$ cat config.mk
export PLATFORM = sky130hd
export DESIGN_NAME = cla_wide_add_sequencer
export DESIGN_NICKNAME = d
export VERILOG_FILES = /design/src/rtl/cla_wide_add_sequencer.sv
export SDC_FILE = /design/constraint.sdc
export NUM_CORES = 1
export LEC_CHECK = 0
export ABC_AREA = 0
export BUFFER_PORTS_ARGS = -buffer_cell sky130_fd_sc_hd__buf_4
export CAP_MARGIN = 40
export CORE_UTILIZATION = 40
export DETAILED_ROUTE_END_ITERATION = 7
export GPL_TIMING_DRIVEN = 0
export SLEW_MARGIN = 5
export SYNTH_ARGS = -nofsm -noshare
export SYNTH_HDL_FRONTEND = slang
export SYNTH_SLANG_ARGS = --single-unit
$ cat constraint.sdc
create_clock -name clk -period 1.8 [get_ports clk]
set_input_delay 0.18 -clock clk [delete_from_list [all_inputs] [get_ports clk]]
set_output_delay 0.18 -clock clk [all_outputs]
set_load 0.03 [all_outputs]
$ cat src/rtl/cla_wide_add_sequencer.sv
// Runs one external 4-bit CLA slice over WIDTH-bit operands, one nibble per cycle, from LSB to MSB.
// Optional feature macro: CLA_SEQ_OVF_EN adds a signed-overflow output ovf.
module cla_wide_add_sequencer #(
  parameter int unsigned WIDTH = 16
) (
  input  logic             clk,
  input  logic             rst,
  input  logic             in_valid,
  output logic             in_ready,
  input  logic [WIDTH-1:0] a,
  input  logic [WIDTH-1:0] b,
  input  logic             cin,
  output logic [3:0]       slice_a,
  output logic [3:0]       slice_b,
  output logic             slice_cin,
  input  logic [4:0]       slice_out,
  output logic             busy,
  output logic             out_valid,
  input  logic             out_ready,
  output logic [WIDTH-1:0] sum,
`ifdef CLA_SEQ_OVF_EN
  output logic             cout,
  output logic             ovf
`else
  output logic             cout
`endif
);

  localparam int unsigned NSLICE = WIDTH / 4;
  localparam int unsigned IDXW   = (NSLICE > 1) ? $clog2(NSLICE) : 1;
  localparam logic [IDXW-1:0] LAST_IDX = IDXW'(NSLICE - 1);

  localparam logic [1:0] ST_IDLE = 2'd0;
  localparam logic [1:0] ST_RUN  = 2'd1;
  localparam logic [1:0] ST_DONE = 2'd2;

  logic [1:0]       r_state;
  logic [IDXW-1:0]  r_idx;
  logic [WIDTH-1:0] r_a;
  logic [WIDTH-1:0] r_b;
  logic [WIDTH-1:0] r_sum;
  logic             r_carry;

  logic [3:0]       w_nib_a;
  logic [3:0]       w_nib_b;
  logic             w_run;

  assign w_run = (r_state == ST_RUN);

  // Nibble select as a decoded mux keeps every part-select constant.
  always_comb begin
    w_nib_a = 4'h0;
    w_nib_b = 4'h0;
    for (int i = 0; i < int'(NSLICE); i++) begin
      if (r_idx == IDXW'(i)) begin
        w_nib_a = r_a[4*i +: 4];
        w_nib_b = r_b[4*i +: 4];
      end
    end
  end

  assign slice_a   = w_run ? w_nib_a : 4'h0;
  assign slice_b   = w_run ? w_nib_b : 4'h0;
  assign slice_cin = w_run ? r_carry : 1'b0;

  assign in_ready  = (r_state == ST_IDLE);
  assign busy      = w_run;
  assign out_valid = (r_state == ST_DONE);
  assign sum       = r_sum;
  assign cout      = r_carry;

`ifdef CLA_SEQ_OVF_EN
  assign ovf = (r_a[WIDTH-1] == r_b[WIDTH-1]) && (r_sum[WIDTH-1] != r_a[WIDTH-1]);
`endif

  always_ff @(posedge clk) begin
    if (rst) begin
      r_state <= ST_IDLE;
      r_idx   <= '0;
      r_a     <= '0;
      r_b     <= '0;
      r_sum   <= '0;
      r_carry <= 1'b0;
    end else begin
      case (r_state)
        ST_IDLE: begin
          if (in_valid) begin
            r_a     <= a;
            r_b     <= b;
            r_carry <= cin;
            r_idx   <= '0;
            r_state <= ST_RUN;
          end
        end
        ST_RUN: begin
          for (int i = 0; i < int'(NSLICE); i++) begin
            if (r_idx == IDXW'(i)) begin
              r_sum[4*i +: 4] <= slice_out[3:0];
            end
          end
          r_carry <= slice_out[4];
          if (r_idx == LAST_IDX) begin
            r_state <= ST_DONE;
          end else begin
            r_idx <= r_idx + 1'b1;
          end
        end
        ST_DONE: begin
          if (out_ready) begin
            r_state <= ST_IDLE;
          end
        end
        default: r_state <= ST_IDLE;
      endcase
    end
  end

endmodule

==> impl_results.md, run 1 <==
- CP Capture Type: output pin
- Max_cap viols: 0
- Cell Area, Synth: roughly 2300 µm²
- Antenna Cells: 0
- Max Clock Skew: 4.626 ps
- Most frequent cells after synthesis: nand2_1, dfxtp_1, a21oi_1, nand3_1, nor2b_1
- Final hold violation count: 0
- Mean routed wirelength per cell: 15.21 µm
- Top cells by area, synth: dfxtp_1, nand2_1, a21oi_1, nand3_1, a221oi_1
- Pleak: ~1.4 nW
- Syn Inst Count: about 290
- Worst r2r src: r_state[1]
- CTS Buffer Depth: 2
- Via density: 5.149
- Largest stage delay, worst path: 400 ps
- H-tree Lvls: 2
- Yosys cell types: 25
- Share of the synthesized area in the top cell type: between 40% and 50%
- GRT Total Usage: 23.08%
- Mean area per synthesized cell: 8.039 µm²
- First-pass GRT wire length: between 10 and 15 mm
- Req. time, crit path: 1620 ps
- Drt drc: 0
- Total Power: 0.002558 W
- Yosys warns: 0
- Initial DRC count: 104
- Crit-path max FO: 8
- Die width: 77.95 µm
- Clock sinks: between 50 and 60
- Via count: about 2.3k
- Syn_nets: 333
- Total congestion overflow: 0
- Crit path max-delay cell type: dfxtp_4
- Crit-path cells: inv_4 > ha_4 > nor2b_4 > buf_12 > a221oi_2 > o41ai_2 > buf_4
- TritonCTS Buffers: 5
- Register area share after synthesis: 45.99%
- Fin cells: 443
- DP HPWL: 4.619 mm
- Reg clk slew, reported paths: 90 ps
- Min-delay src: a[2]
- Tcrit/Tclk final: 108.8%
- Gpl congestion: 0.7658
- DRT Pass-1 Iters: 4
- Initial core utilization: about two fifths
- Status: finished with violations
- CP Launch Type: flop
- Worst Setup Slack, final: -157.6 ps
- Critical Path Source: r_idx[1]
- Clock latency on the worst-skew pair: 310 ps
- Die ar.: 6075 µm²
- Final setup fails: 8
- Area leader, netlist: dfxtp_1
- Root Buffer: clkbuf_8
- Unrepaired setup endpoints after global routing: yes
- Pins over their slew limit: 0
- Actual slew at the worst max-slew pin: 528.7 ps
- FF+latch count, synth: 53
- Fmax: 510.8 MHz
- Vias in the first global route: about 2.3k
- TritonCTS clock tree: yes
- Layout cells sized above 1: between 30 and 40%
- Slew headroom: 64.75%
- Ys flop type: dfxtp_1
- Core area: between 5000 and 6000 µm²
- Final hold slack: roughly 110 ps
- I/O pins: 71
- Most frequent cell after synthesis: nand2_1
- Power Dens Cells: 741.0 nW/µm²
- Final #Nets: 416
- Failing checks: setup timing
- Placed cell count: 428
- Setup CP Type: reg -> out
- Antenna violations before repair: 0
- HP Class: in -> reg
- Largest net degree at the start of global routing: 20
- Post-Route WL: 6.736 mm
- Fin crit period: 1958 ps
- Area grow syn2layout: 49.62%
- VDD IR max: approximately 0.00041 V
- I/O Buffers: 69
- Setup TNS: -1023 ps
- Crit path DAT: between 1500 and 2000 ps
- Async SR Flop Fraction: 0%
- Row count: 27
- Antenna Violating Nets Remaining: 0
- EDFF count, synth: 0
- Die Height: 77.95 µm
- Hold_buf cts: 0
## critical path: cells and delay by family (launching register included)
kind,cells,cell delay (ps)
adders and majority gates,1,180
and+or+nand+nor,1,140
DFF,1,400
buffers and inverters,3,430
AOI/OAI and AO/OA,2,320
## state kept, by name, summed over array words and instances, names as in the netlist
name,cells
sum,16
r_state,2
r_a,16
r_idx,2
r_b,16
cout,1
## stage by stage
stage / worst slack [ps] / area (µm²) / util (%)
after detailed placement: -289.2 / 3009 / 54.31
after CTS: -138.9 / 3412 / 61.59
after global placement: -305.2 / 3009 / 54.31
after global routing: -226.2 / 3452 / 62.31
final: -157.6 / 3452 / 62.31
after floorplan: -81.71 / 2401 / -
## cells in the final DEF, fill, tap and decap left out, drive strengths merged, types with 4 or more instances in the layout
| cell type | netlist | final |
|---|---|---|
| nand2 | 80 | 80 |
| o41ai | 8 | 8 |
| a221oi | 8 | 8 |
| a21oi | 51 | 51 |
| inv | 4 | 4 |
| nand3 | 26 | 26 |
| buf | 16 | 91 |
| nand3b | 4 | 4 |
| nor2b | 10 | 10 |
| dfxtp | 53 | 53 |
| clkbuf | 9 | 17 |
| ha | 4 | 4 |
## worst paths after layout
check | end | slack [ps] | cells past startpoint
setup reg to reg | r_a[12] | 410 | 6
setup / recovery | slice_a[3] | -160 | 7
hold / removal | r_a[2] | 110 | 3
hold reg to reg | sum[10] | 460 | 2
## cell type report
| type | instances | area (µm²) |
|---|---|---|
| fill | 538 | 2088 |
| multi-input combinational | 205 | 1323 |
| sequential | 53 | 1069 |
| timing repair buffer | 77 | 600.6 |
| buffer | 24 | 249.0 |
| clock buffer | 7 | 96.34 |
| tap | 72 | 90.09 |
| inverter | 4 | 20.02 |
| clock inverter | 1 | 5.005 |
## repair_timing
| action | in CTS | in global routing |
|---|---|---|
| endpoints found under the hold margin | 0 | 0 |
| cloned | 1 | 0 |
| setup buffers | 7 | 0 |
| resized for setup | 51 | 7 |
| pin swaps | 12 | 1 |
| endpoints found under the setup margin | 12 | 9 |
## where the power goes
| part | switching [W] | internal (W) |
|---|---|---|
| sequential | 0.0000435 | 0.00123 |
| clock | 0.000400 | 0.000349 |
| combinational | 0.000285 | 0.000253 |
## cells by family after synthesis
family	synth area share, %
buf+inv	7.754
compound gates	17.79
mux	0.4339
fa+ha+maj	2.169
flops	45.99
simple gates	25.87
## per-layer routing
metal | up-vias | routed length [µm] | GRT usage [%]
met5 | - | 0 | 0
met4 | 0 | 116 | 7.778
met3 | 12 | 310 | 4.235
met2 | 54 | 3347 | 39.82
met1 | 1073 | 2962 | 28.78
li1 | 1142 | - | -
No activity file was read; power rests on OpenSTA's default activity.
==> run 2: changes to the inputs <==
CORE_MARGIN = 3   (was default)
==> run 2 against run 1 <==
Net effect: clock-buffer cell count is 1 lower; sequential power hardly changed; the flow still finishes with violations (setup timing); cell area is 0.72% lower; worst hold slack worse by 3.0 ps; critical path type unchanged; routed wire length is 2.9% lower; register-to-register slack hardly changed; first-iteration DRC count is 6.7% higher; combinational power is 2% lower; die area is 11% higher; non-clock buffer count is 2 lower; maximum frequency is 0.24% lower.
==> impl_results.md, run 2 (same netlist as run 1, synthesis figures left out) <==
- Antenna violations before repair: 0 (unchanged)
- Die ar.: 6715 µm² (+11%)
- DP HPWL: 4.643 mm (+0.53%)
- Min-delay src: a[2]
- HP Class: in -> reg
- Final #Nets: 414 (-0.48%)
- Final hold slack: 102.2 ps (-2.991 ps)
- Largest delay share family, worst path: buffers and inverters
- Tcrit/Tclk final: 109.0% (+0.26 points)
- Reg2reg end: r_b[9]
- First-pass GRT wire length: 10.88 mm (+1.6%)
- Row count: 27 (unchanged)
- Root Buffer: clkbuf_8
- TritonCTS Buffers: 5 (unchanged)
- Antenna Violating Nets Remaining: 0 (unchanged)
- Initial DRC count: 111 (+6.7%)
- Fin crit period: 1962 ps (+4.757 ps)
- Req. time, crit path: 1620 ps (about the same)
- Most frequent cells in the layout: nand2_1, buf_4, a21oi_1, dfxtp_1, nand3_1
- CTS Buffer Depth: 2 (unchanged)
- Critical Path Source: r_idx[0]
- Final Util: 61.86% (-0.45 points)
- Pins over their slew limit: 0 (unchanged)
- Fmax: 509.6 MHz (-0.24%)
- Largest net degree at the start of global routing: 20 (unchanged)
- Via density: 5.141 (-0.16%)
- Worst R2R Path Depth: 6 (unchanged)
- Crit path buf inv count: 3 (unchanged)
- Area of the multi-input gates: 1316 µm² (-0.47%)
- Die Height: 81.95 µm (+5.1%)
- Setup CP Type: reg -> out
- Sequential Area: 1069 µm² (unchanged)
- Clock sinks: 53 (unchanged)
- I/O Buffers: 69 (unchanged)
- H-tree Lvls: 2 (unchanged)
- Status: finished with violations
- Drt drc: 0 (unchanged)
- TritonCTS clock tree: yes
- Worst r2r src: r_state[1]
- Failing checks: setup timing
- Crit-path cells: inv_4 > ha_4 > clkbuf_16 > nor2b_1 > o41ai_2 > buf_4
- Hold Path Depth: 3 (unchanged)
- Final setup fails: 8 (unchanged)
- CP Capture Type: output pin
- CP Launch Type: flop
- Clock latency on the worst-skew pair: 310 ps (about the same)
- VDD IR max: 0.0004519 V (+9.6%)
- Gpl congestion: 0.7815 (+2.1%)
- Actual slew at the worst max-slew pin: 519.2 ps (-9.533 ps)
- Largest stage delay, worst path: 400 ps (about the same)
- Pleak: 1.391 nW (-1.2%)
- Slew headroom: 65.39% (+0.64 points)
- Fin cells: 441 (-0.45%)
- Total Power: 0.002646 W (+3.4%)
- Crit-path max FO: 7 (-1)
- DRT Pass-1 Iters: 4 (unchanged)
- Via count: 2,267 (-0.61%)
- Commonest non-fill, non-tap cell in the layout: nand2_1
- Area grow syn2layout: 48.54%
- Worst Setup Slack, final: -162.4 ps (-4.757 ps)
- Max Clock Skew: 6.443 ps (+1.817 ps)
- Crit path max-delay cell type: dfxtp_4
- Initial core utilization: 41.64% (unchanged)
- Post-Route WL: 6.541 mm (-2.9%)
- Unrepaired setup endpoints after global routing: yes
- R2R setup slack: 420 ps (about the same)
- Filler Cell Count: 527 (-2.0%)
- Crit path DAT: 1780 ps (about the same)
- Total congestion overflow: 0 (unchanged)
- Layout cells sized above 1: 35.23% (-0.62 points)
- Reg clk slew, reported paths: 100 ps (about the same)
- Core area: 5540 µm² (unchanged)
- I/O pins: 71 (unchanged)
- GRT Total Usage: 21.36% (-1.7 points)
- Mean routed wirelength per cell: 14.83 µm (-2.5%)
- Power Dens Cells: 772.0 nW/µm² (+4.2%)
- Final hold violation count: 0 (unchanged)
- Setup TNS: -989.4 ps (+33.39 ps)
- Placed cell count: 428 (unchanged)
- Antenna Cells: 0 (unchanged)
- Vias in the first global route: 2,192 (-3.2%)
- Die width: 81.95 µm (+5.1%)
- Max_cap viols: 0 (unchanged)
- WHS Endpoint: r_a[2]
==> run 2: cell types whose count changed in the layout (fill, tap and decap cells not counted), sizes merged <==
cell / delta
buf: -2
bufinv: +1
clkbuf: -1
clkinv: -1
clkinvlp: +1
==> run 2: worst max path at each step <==
stage,slack [ps],cells past startpoint,to
3_5_place_dp,-300,7,slice_a[1]
4_1_cts,-150,6,slice_b[3]
6_report,-160,6,slice_b[3]
3_3_place_gp,-300,7,slice_a[1]
2_1_floorplan,-80,6,slice_a[3]
5_1_grt,-230,7,slice_b[3]
==> run 2: cell type report <==
class	instances	area share [%]
Multi-Input combinational cell	205	38.41
Tap cell	72	2.629
Clock buffer	6	2.410
Sequential cell	53	31.18
Timing Repair Buffer	75	16.79
Clock inverter	2	1.095
Buffer	24	6.900
Inverter	4	0.5842
==> run 2: stage by stage <==
| stage | instance area, µm² | worst slack, ps |
|---|---|---|
| 2_1_floorplan | 2401 | -81.71 |
| 3_3_place_gp | 3009 | -295.7 |
| 3_5_place_dp | 3009 | -302.2 |
| 4_1_cts | 3407 | -151.1 |
| 5_1_grt | 3427 | -226.0 |
| 6_report | 3427 | -162.4 |
==> run 2: layer usage <==
layer | up-vias | track usage, % | part of all wire [%]
li1 | 1147 | - | -
met1 | 1053 | 29.04 | 47
met2 | 63 | 34.65 | 47
met3 | 4 | 5.044 | 5.7
met4 | 0 | 3.987 | 0.49
met5 | - | 0 | 0
==> run 2: worst register-to-register path, stage by stage, from the launching register on <==
cell and delay (ps):
dfxtp_1 320, buf_6 130, or3b_1 390, buf_6 160, buf_8 140, nand2_1 70
a21oi_1 60
==> run 2: timing repair <==
item	CTS	global route
endpoints found under the setup margin	10	9
pin swaps	15	1
buffers inserted	6	0
resized for setup	48	6
hold buffers	0	0
==> run 2: report_power, final <==
part / switching (W) / total, W / internal, W
sequential: 0.0000432 / 0.00127 / 0.00123
clock: 0.000397 / 0.000849 / 0.000452
combinational: 0.000281 / 0.000525 / 0.000244
total: 0.000721 / 0.00265 / 0.00192
==> run 3: changes to the inputs <==
CORE_ASPECT_RATIO = 1.2   (was default)
clock period = 2.3 ns   (was 1.8 ns; I/O delays follow)
==> run 3 against run 2 <==
Net effect: the flow now finishes without violations; die area about the same; utilization down 5.2 points; via count down 2.2%; sequential share of layout area up 3.3 points; first-iteration DRC count down 30%; power down 30%; global-route usage down 0.85 points; combinational power down 33%.
==> impl_results.md, run 3 (same netlist as run 1, synthesis figures left out) <==
- Critical Path Source: r_idx[0]
- CTS Buffer Depth: 2 (unchanged)
- Via density: 5.202 (+1.2%)
- Reg2reg end: r_idx[1]
- Drt drc: 0 (unchanged)
- VDD IR max: 0.0003039 V (-33%)
- Crit-path cells: inv_2 > ha_4 > nor2b_1 > clkbuf_4 > a221oi_1 > o41ai_2 > buf_4
- Total Power: 0.001857 W (-30%)
- Most frequent cells in the layout: nand2_1, buf_4, dfxtp_1
- Final #Nets: 409 (-1.2%)
- Mean routed wirelength per cell: 14.94 µm (+0.72%)
- Crit path DAT: 1980 ps (+200 ps)
- Row count: 29 (+7.4%)
- I/O Buffers: 69 (unchanged)
- Gpl congestion: 0.8290 (+6.1%)
- Clock latency on the worst-skew pair: 310 ps (about the same)
- Reg clk slew, reported paths: 90 ps (about the same)
- Core area: 5443 µm² (-1.8%)
- Final setup fails: 0 (-8)
- Tcrit/Tclk final: 96.04%
- Largest net degree at the start of global routing: 16 (-20%)
- Place WS: 297.3 ps (+599.4 ps)
- CP Launch Type: flop
- CP Capture Type: output pin
- Via count: 2,216 (-2.2%)
- Layout cells sized above 1: 30.22% (-5.0 points)
- Crit path buf inv count: 3 (unchanged)
- Status: complete, no violations
- Max_cap viols: 0 (unchanged)
- Worst Setup Slack, final: 91.07 ps (+253.5 ps)
- Setup CP Type: reg -> out
- Filler Cell Count: 579 (+9.9%)
- Root Buffer: clkbuf_8
- HP Class: in -> reg
- Area grow syn2layout: 33.68%
- DRT Pass-1 Iters: 4 (unchanged)
- Antenna Violating Nets Remaining: 0 (unchanged)
- Die ar.: 6719 µm² (about the same)
- Post-Route WL: 6.364 mm (-2.7%)
- Max Clock Skew: 5.860 ps (-0.5838 ps)
- Commonest non-fill, non-tap cell in the layout: nand2_1
- Slew headroom: 63.79% (-1.6 points)
- Fmax: 452.7 MHz
- I/O pins: 71 (unchanged)
- Req. time, crit path: 2070 ps (+450 ps)
- R2R setup slack: 840 ps (+420 ps)
- Initial core utilization: 42.39% (+0.75 points)
- Vias in the first global route: 2,170 (-1.0%)
- Worst R2R Path Depth: 4 (-2)
- Fin crit period: 2209 ps
- Stages on the worst setup path: 7 (+1)
- Hold Path Depth: 3 (unchanged)
- Antenna violations before repair: 0 (unchanged)
- Die width: 75.33 µm (-8.1%)
- Pleak: 1.291 nW (-7.2%)
- Antenna Cells: 0 (unchanged)
- Total congestion overflow: 0 (unchanged)
- Largest delay share family, worst path: buffers and inverters
- Initial DRC count: 78 (-30%)
- Crit path to: slice_b[2]
- Final hold violation count: 0 (unchanged)
- Pins over their slew limit: 0 (unchanged)
- Largest stage delay, worst path: 360 ps (-40 ps)
- GRT Total Usage: 20.51% (-0.85 points)
- Clock sinks: 53 (unchanged)
- Hold_buf cts: 0 (unchanged)
- Crit path max-delay cell type: dfxtp_1
- TritonCTS clock tree: yes
- H-tree Lvls: 2 (unchanged)
- Worst r2r src: r_idx[0]
- Crit-path max FO: 8 (+1)
- First-pass GRT wire length: 10.51 mm (-3.4%)
- TritonCTS Buffers: 5 (unchanged)
- Die Height: 89.20 µm (+8.8%)
- Power Dens Cells: 601.9 nW/µm² (-22%)
- DP HPWL: 4.646 mm (about the same)
- Actual slew at the worst max-slew pin: 543.1 ps (+23.88 ps)
## run 3: cell count changes in the layout (fill, tap and decap cells not counted), sizes merged
cell	delta
buf	-7
clkbuf	+2
clkinv	+2
bufinv	-1
clkinvlp	-1
## run 3: layer usage
| metal | GRT usage, % | vias to the layer above | routed length [µm] |
|---|---|---|---|
| li1 | - | 1132 | - |
| met1 | 24.72 | 1015 | 2724 |
| met2 | 35.82 | 60 | 3201 |
| met3 | 4.274 | 9 | 343 |
| met4 | 6.836 | 0 | 95 |
| met5 | 0 | - | 0 |
## run 3: where the power goes
group | internal [W] | leakage [nW] | switching [W]
Sequential | 0.000962 | 0.434 | 0.0000253
Clock | 0.000212 | 0.0450 | 0.000308
Combinational | 0.000152 | 0.813 | 0.000198
## run 3: worst min-delay path by stage
stage / startpoint / slack [ps] / endpoint
2_1_floorplan: a[0] / 370 / r_a[0]
3_5_place_dp: r_a[3] / 450 / r_a[3]
6_report: b[11] / 150 / r_b[11]
4_1_cts: a[2] / 150 / r_a[2]
5_1_grt: a[3] / 160 / r_a[3]
3_3_place_gp: r_a[6] / 440 / r_a[6]
## run 3: timing repair
item,4_1_cts,5_1_grt
setup buffers,0,0
endpoints found under the setup margin,6,8
gates resized for setup,3,12
## run 3: worst reg2reg max path, cell delays in order (launching register included)
cell and delay, ps:
dfxtp_1 410, ha_1 330, clkbuf_2 360, o211ai_1 150, a21oi_1 140
## run 3: cell type report
| type | count | area (µm²) | share of cell area (%) |
|---|---|---|---|
| buffer | 25 | 173.9 | 5.639 |
| multi-input combinational | 205 | 1155 | 37.44 |
| clock inverter | 2 | 10.01 | 0.3245 |
| tap | 62 | 77.57 | 2.515 |
| timing repair buffer | 69 | 518.0 | 16.80 |
| sequential | 53 | 1062 | 34.44 |
| inverter | 4 | 15.01 | 0.4868 |
| clock buffer | 6 | 72.57 | 2.353 |
## run 3: through the flow
stage | setup TNS (ps) | std cells | area (µm²) | hold WS, ps | util, %
floorplan | 0 | 287 | 2367 | 366.0 | -
global route | -5.870 | 426 | 3084 | 156.2 | 56.67
detailed placement | 0 | 418 | 2963 | 447.4 | 54.44
finish | 0 | 426 | 3084 | 154.9 | 56.67
CTS | 0 | 426 | 3055 | 150.8 | 56.14
global placement | 0 | 418 | 2963 | 442.7 | 54.44
